### src/rtl/cga_vram_arbiter_if.sv
// ISA-side memory bus seen by the CGA VRAM arbiter.
//
// Handshake: the ISA master starts a cycle by pulling bus_memr_l or bus_memw_l
// low (asynchronously) with bus_a/bus_d stable. The arbiter answers with
// bus_rdy: while bus_rdy is 0 the master must hold the strobe, address and data.
// When bus_rdy returns to 1 the cycle is complete (read data is on bus_out and
// bus_dir is 1 for reads). The master ends the cycle by releasing both strobes.
// A new cycle is only accepted after both strobes have been seen high.
interface cga_vram_arbiter_if;
    logic [19:0] bus_a;
    logic        bus_memr_l;
    logic        bus_memw_l;
    logic        bus_aen;
    logic [7:0]  bus_d;
    logic [7:0]  bus_out;
    logic        bus_dir;
    logic        bus_rdy;

    modport master (
        output bus_a, bus_memr_l, bus_memw_l, bus_aen, bus_d,
        input  bus_out, bus_dir, bus_rdy
    );

    modport slave (
        input  bus_a, bus_memr_l, bus_memw_l, bus_aen, bus_d,
        output bus_out, bus_dir, bus_rdy
    );
endinterface

### src/rtl/cga_vram_arbiter.sv
// CGA video RAM arbiter: the display fetch owns the single-port VRAM except
// for a fixed two-clock CPU slot in the sequencer period. CPU ISA cycles to
// the framebuffer are held off with bus_rdy until their slot comes round.
module cga_vram_arbiter #(
    parameter bit          USE_BUS_WAIT  = 1'b1,
    parameter logic [19:0] FB_BASE       = 20'hB8000,
    parameter logic [4:0]  CPU_WIN_START = 5'd17,
    parameter logic [4:0]  SEQ_LAST      = 5'd31
) (
    input  logic                     clk,
    input  logic                     reset,
    input  logic [4:0]               clk_seq,
    input  logic                     tandy_32k,
    input  logic [18:0]              disp_addr,
    input  logic                     disp_we_l,
    cga_vram_arbiter_if.slave        isa,
    output logic [18:0]              ram_a,
    output logic                     ram_we_l,
    output logic [7:0]               ram_wd,
    input  logic [7:0]               ram_d,
    output logic [2:0]               fsm_state
);

    typedef enum logic [2:0] {
        IDLE = 3'd0,
        WAIT = 3'd1,
        ACC  = 3'd2,
        CAP  = 3'd3,
        DONE = 3'd4
    } state_t;

    // The WAIT->ACC transition is taken one slot early so that the RAM
    // access itself (state ACC) lands on clk_seq == CPU_WIN_START.
    localparam logic [4:0] GRANT_SEQ = (CPU_WIN_START == 5'd0) ? SEQ_LAST
                                                               : CPU_WIN_START - 5'd1;

    state_t      state;
    logic        memr_m, memr_s;
    logic        memw_m, memw_s;
    logic [14:0] addr_q;
    logic [7:0]  wd_q;
    logic        wr_q;
    logic        sel;
    logic [14:0] cpu_off;

    assign sel     = (isa.bus_a[19:15] == FB_BASE[19:15]) & ~isa.bus_aen;
    // 16K CGA map forces A14 low, so BC000-BFFFF mirrors B8000-BBFFF.
    assign cpu_off = {tandy_32k ? isa.bus_a[14] : 1'b0, isa.bus_a[13:0]};
    assign ram_wd    = wd_q;
    assign fsm_state = state;

    // Two-flop synchronizers for the asynchronous ISA strobes (idle high).
    always_ff @(posedge clk) begin
        if (reset) begin
            memr_m <= 1'b1;
            memr_s <= 1'b1;
            memw_m <= 1'b1;
            memw_s <= 1'b1;
        end else begin
            memr_m <= isa.bus_memr_l;
            memr_s <= memr_m;
            memw_m <= isa.bus_memw_l;
            memw_s <= memw_m;
        end
    end

    // CPU cycle FSM: request latch, window wait, access, capture, completion.
    always_ff @(posedge clk) begin
        if (reset) begin
            state       <= IDLE;
            isa.bus_rdy <= 1'b1;
            isa.bus_dir <= 1'b0;
            isa.bus_out <= 8'h00;
            addr_q      <= 15'h0000;
            wd_q        <= 8'h00;
            wr_q        <= 1'b0;
        end else begin
            case (state)
                IDLE: begin
                    if (sel && (!memr_s || !memw_s)) begin
                        addr_q <= cpu_off;
                        wd_q   <= isa.bus_d;
                        wr_q   <= ~memw_s;  // write wins when both strobes are low
                        if (USE_BUS_WAIT) begin
                            state       <= WAIT;
                            isa.bus_rdy <= 1'b0;
                        end else begin
                            state <= ACC;
                        end
                    end
                end
                WAIT: begin
                    if (memr_s && memw_s) begin
                        state       <= IDLE;
                        isa.bus_rdy <= 1'b1;
                    end else if (clk_seq == GRANT_SEQ) begin
                        state <= ACC;
                    end
                end
                ACC: begin
                    state <= CAP;
                end
                CAP: begin
                    if (!wr_q) begin
                        isa.bus_out <= ram_d;
                    end
                    isa.bus_rdy <= 1'b1;
                    isa.bus_dir <= ~wr_q & ~memr_s;
                    state       <= DONE;
                end
                DONE: begin
                    // Stay here until both strobes are seen high, so a strobe
                    // held or re-asserted without release never starts a cycle.
                    if (memr_s && memw_s) begin
                        state       <= IDLE;
                        isa.bus_dir <= 1'b0;
                    end else begin
                        isa.bus_dir <= ~wr_q & ~memr_s;
                    end
                end
                default: begin
                    state <= IDLE;
                end
            endcase
        end
    end

    // VRAM mux: display passes through except during the CPU ACC/CAP slot;
    // the write strobe is forced inactive while reset is asserted.
    always_comb begin
        ram_a    = disp_addr;
        ram_we_l = disp_we_l;
        if (reset) begin
            ram_we_l = 1'b1;
        end else if (state == ACC) begin
            ram_a    = {4'h0, addr_q};
            ram_we_l = ~wr_q;
        end else if (state == CAP) begin
            ram_a    = {4'h0, addr_q};
            ram_we_l = 1'b1;
        end
    end

endmodule

### src/flat_wrapper.sv
// flat-port wrapper written by rule: the top's interface ports become plain ports
module cga_vram_arbiter_flat 
#(
    parameter bit          USE_BUS_WAIT  = 1'b1,
    parameter logic [19:0] FB_BASE       = 20'hB8000,
    parameter logic [4:0]  CPU_WIN_START = 5'd17,
    parameter logic [4:0]  SEQ_LAST      = 5'd31
)
  (clk, reset, clk_seq, tandy_32k, disp_addr, disp_we_l, ram_a, ram_we_l, ram_wd, ram_d, fsm_state, isa_bus_a, isa_bus_memr_l, isa_bus_memw_l, isa_bus_aen, isa_bus_d, isa_bus_out, isa_bus_dir, isa_bus_rdy);
  cga_vram_arbiter_if isa_i ();
  input  logic clk;
  input  logic reset;
  input  logic [4:0] clk_seq;
  input  logic tandy_32k;
  input  logic [18:0] disp_addr;
  input  logic disp_we_l;
  output logic [18:0] ram_a;
  output logic ram_we_l;
  output logic [7:0] ram_wd;
  input  logic [7:0] ram_d;
  output logic [2:0] fsm_state;
  input wire logic [$bits(isa_i.bus_a)-1:0] isa_bus_a;
  input wire logic [$bits(isa_i.bus_memr_l)-1:0] isa_bus_memr_l;
  input wire logic [$bits(isa_i.bus_memw_l)-1:0] isa_bus_memw_l;
  input wire logic [$bits(isa_i.bus_aen)-1:0] isa_bus_aen;
  input wire logic [$bits(isa_i.bus_d)-1:0] isa_bus_d;
  output wire logic [$bits(isa_i.bus_out)-1:0] isa_bus_out;
  output wire logic [$bits(isa_i.bus_dir)-1:0] isa_bus_dir;
  output wire logic [$bits(isa_i.bus_rdy)-1:0] isa_bus_rdy;
  assign isa_i.bus_a = isa_bus_a;
  assign isa_i.bus_memr_l = isa_bus_memr_l;
  assign isa_i.bus_memw_l = isa_bus_memw_l;
  assign isa_i.bus_aen = isa_bus_aen;
  assign isa_i.bus_d = isa_bus_d;
  assign isa_bus_out = isa_i.bus_out;
  assign isa_bus_dir = isa_i.bus_dir;
  assign isa_bus_rdy = isa_i.bus_rdy;
  cga_vram_arbiter #(.USE_BUS_WAIT(USE_BUS_WAIT), .FB_BASE(FB_BASE), .CPU_WIN_START(CPU_WIN_START), .SEQ_LAST(SEQ_LAST)) u_core (.clk(clk), .reset(reset), .clk_seq(clk_seq), .tandy_32k(tandy_32k), .disp_addr(disp_addr), .disp_we_l(disp_we_l), .isa(isa_i), .ram_a(ram_a), .ram_we_l(ram_we_l), .ram_wd(ram_wd), .ram_d(ram_d), .fsm_state(fsm_state));
endmodule
### config.mk
export PLATFORM = sky130hd
export DESIGN_NAME = cga_vram_arbiter_flat
export DESIGN_NICKNAME = d
export VERILOG_FILES = /design/src/rtl/cga_vram_arbiter_if.sv /design/src/rtl/cga_vram_arbiter.sv /design/src/flat_wrapper.sv
export SDC_FILE = /design/constraint.sdc
export NUM_CORES = 1
export LEC_CHECK = 0
export ABC_AREA = 1
export BUFFER_PORTS_ARGS = -buffer_cell sky130_fd_sc_hd__clkbuf_2
export CAP_MARGIN = 20
export CORE_MARGIN = 5
export CORE_UTILIZATION = 25
export CTS_CLUSTER_SIZE = 20
export DETAILED_ROUTE_END_ITERATION = 10
export PLACE_DENSITY = 0.53
export SLEW_MARGIN = 10
export SYNTH_ARGS = -nofsm -noshare
export SYNTH_HDL_FRONTEND = slang
export SYNTH_SLANG_ARGS = --single-unit
export TNS_END_PERCENT = 1
### constraint.sdc
create_clock -name clk -period 1.47 [get_ports clk]
set_input_delay 0.0735 -clock clk [delete_from_list [all_inputs] [get_ports clk]]
set_output_delay 0.0735 -clock clk [all_outputs]
set_load 0.02 [all_outputs]
==> results.json <==
{
  "outcome": "finished with violations",
  "violations": "setup timing",
  "die_h_um": 94.2,
  "setup_ws_ns": -0.0830,
  "slew_viol_final": 0,
  "worst_pin_slew_ns": 0.392,
  "crit_top_cell": "nand2_2",
  "yosysWarnings": 0,
  "grt_setup_unrepaired": "true",
  "min_from": "isa_bus_a[11]",
  "max_freq_mhz": 644,
  "fin_total_pwr_mw": 2.09,
  "holdCritPathClass": "input pin to register",
  "internal_power_mw": 1.60,
  "fin_crit_sh": 1.06,
  "syn_area_um2": 1770,
  "crit_chain": "inv_4, nor2_4, nand2_2, nand2_4, nand2_8, clkbuf_16, nand2_2, nand2_2, buf_6",
  "layout-area-overhead-vs-synth_pct": 62.5,
  "globalRouteOverflowTotal": 0,
  "cts-htree-levels": 2,
  "critPathSlowestCell": "dfxtp_4",
  "yosys.area.top_type": "dfxtp_1",
  "grt_max_degree": 21,
  "min_to": "u_core.addr_q[11]",
  "multi_input_area_um2": 938,
  "synth_top_area_frac": 0.463,
  "dr_total_vias": 1989,
  "syn_avg_cell_area_um2": 6.98,
  "antenna_cells": 0,
  "root_buffer": "clkbuf_8",
  "vdd_ir_drop_max_mv": 0.463,
  "cts_buffer_depth": 2,
  "gp_congestion": 0.733,
  "routedWlPerCell_um": 11.9,
  "rows": 30,
  "fillers": 740,
  "path_class": "register to output port",
  "pre_cts_ws_ns": 0.0657,
  "antenna_left": 0,
  "drt_pass1_iterations": 4,
  "combPwrFrac": 0.135,
  "r2r-start": "u_core.fsm_state[0]",
  "crit_family": "simple AND/OR/NAND/NOR gates",
  "rrSetupSlack_ns": -0.01,
  "fp.coreArea_um2": 6830,
  "fin_tns_setup_ns": -1.02,
  "clk_latency_ns": 0.28,
  "synth_seq_cells": 41,
  "routed_via_density": 4.16,
  "layout-drive-gt1-share": 0.479,
  "setup_viol": 18,
  "regArea_um2": 830,
  "start_util": 0.260,
  "io_buffers": 107,
  "p_clk_frac": 0.330,
  "pwr_density_cell_nw_per_um2": 725,
  "nNetsFinal": 448,
  "hold_depth": 3,
  "crit_path_max_incr_delay_ns": 0.38,
  "switching_share": 0.233,
  "leakage_nw": 1.47,
  "cts_buffers": 5,
  "worstPathRequired_ns": 1.40,
  "hpwl_um": 4000,
  "path_clk_slew_ns": 0.07,
  "clkSinkCount": 41,
  "synthDistinctLibCells": 22,
  "synth_cells": 254,
  "r2r-end": "u_core.isa.bus_out[6]",
  "syn-num-nets": 321,
  "finalHoldViolations": 0,
  "drt_iter0_drc": 30,
  "seq_area_frac_synth": 0.463,
  "slew_headroom": 0.738,
  "antenna_found_initial": 0,
  "seqPwrFrac": 0.535,
  "path_buf_inv": 3,
  "cp_max_fo": 5,
  "endpoint_kind": "output port",
  "finalClockSkew_ns": 0.00249,
  "rr_worst_depth": 8,
  "finalWirelength_um": 5690,
  "maxCapViolations": 0,
  "ys_top_cells_by_area": "dfxtp_1 46%, nor2_1 15%, nand2_1 13%",
  "drc": 0,
  "start_kind": "register",
  "p_switching_mw": 0.487,
  "grt_pass1_wl_um": 8590,
  "worst_ep_arrival_time_ns": 1.48,
  "pin_count": 108,
  "first_global_vias": 1869,
  "die_x_um": 94.2,
  "cts_tree": "yes",
  "dieArea_um2": 8880,
  "min_period_ns": 1.55,
  "grt.total_usage": 0.121,
  "crit_start": "u_core.fsm_state[0]"
}
==> routing by layer <==
layer | GRT usage | vias up | share of wire | wire length, um
li1 | - | 1045 | - | -
met1 | 0.142 | 875 | 0.40 | 2260
met2 | 0.217 | 64 | 0.53 | 3000
met3 | 0.0337 | 5 | 0.069 | 392
met4 | 0.0289 | 0 | 0.0065 | 37
met5 | 0 | - | 0 | 0
==> tightest hold or removal path, cell delays in order <==
cell and delay (ns):
clkbuf_2 0.07, nor2_1 0.03, nor2_1 0.08
==> logic make-up (layout without fill, tap and decap cells) <==
| kind of cell | count (synthesis) | count (layout) | synth area share |
|---|---|---|---|
| flops | 41 | 41 | 0.463 |
| simple gates | 151 | 151 | 0.354 |
| compound gates | 39 | 39 | 0.112 |
| buf+inv | 23 | 151 | 0.0720 |
==> through the flow <==
step                instances   util  hold WS [ns]  area, um2
floorplan                 254      -         0.177       1770
global placement          455  0.355         0.259       2420
detailed placement        455  0.355         0.263       2420
CTS                       471  0.383      0.000262       2610
global route              478  0.422        0.0120       2880
finish                    478  0.422        0.0100       2880
==> cells in the mapped netlist, drive strengths merged <==
cell	count
nand2	65
buf	8
clkbuf	2
nand3	4
o22ai	1
o21ai	32
nand4	1
a31oi	1
a21oi	5
nor2	75
or2	6
inv	13
dfxtp	41
==> sequential cells by signal, indices dropped and copies added, names as in the netlist <==
register / cells
u_core.addr_q: 15
u_core.isa.bus_out: 8
u_core.memr_s: 1
u_core.fsm_state: 3
u_core.isa.bus_dir: 1
u_core.memw_m: 1
u_core.ram_wd: 8
u_core.memr_m: 1
u_core.isa.bus_rdy: 1
u_core.wr_q: 1
u_core.memw_s: 1
==> power by group through the flow <==
stage	Sequential, mW	Combinational (mW)	Clock, mW
2_1_floorplan	1.15	0.0995	0
3_3_place_gp	1.15	0.227	0
3_5_place_dp	1.15	0.229	0
4_1_cts	1.12	0.240	0.735
5_1_grt	1.12	0.309	0.786
6_report	1.12	0.282	0.689
==> repair_timing <==
action / 4_1_cts / 5_1_grt
cloned: 1 / 1
setup endpoints to repair: 19 / 28
hold buffers: 3 / 0
resized for setup: 15 / 79
pin swaps: 4 / 16
buffers inserted: 4 / 6
hold endpoints to repair: 3 / 0
==> how the worst max path moves through the flow <==
stage | to | cells past startpoint
floorplan | ram_a[15] | 7
global placement | u_core.isa.bus_out[2] | 6
detailed placement | u_core.isa.bus_out[6] | 6
CTS | ram_a[10] | 9
global route | ram_a[9] | 9
finish | ram_a[11] | 9
==> cell type report <==
class,count,share of cell area
multi-input cells,190,0.326
clock buffers,8,0.0278
repair inverters,1,0.00217
inverters,13,0.0213
well taps,96,0.0417
flip-flops and latches,41,0.288
repair buffers,129,0.293
==> cells in the final DEF (no fill, tap or decap), types with 4 or more instances in the layout <==
| cell type | count |
|---|---|
| inv_1 | 8 |
| buf_4 | 15 |
| dfxtp_1 | 38 |
| buf_6 | 13 |
| nand2_1 | 34 |
| clkbuf_2 | 91 |
| or2_2 | 6 |
| nand2_4 | 6 |
| a21oi_1 | 5 |
| nor2_1 | 69 |
| o21ai_0 | 32 |
| nand2_2 | 24 |
| clkbuf_8 | 5 |
| nand3_1 | 4 |
Power figures use the tool's default switching activity.
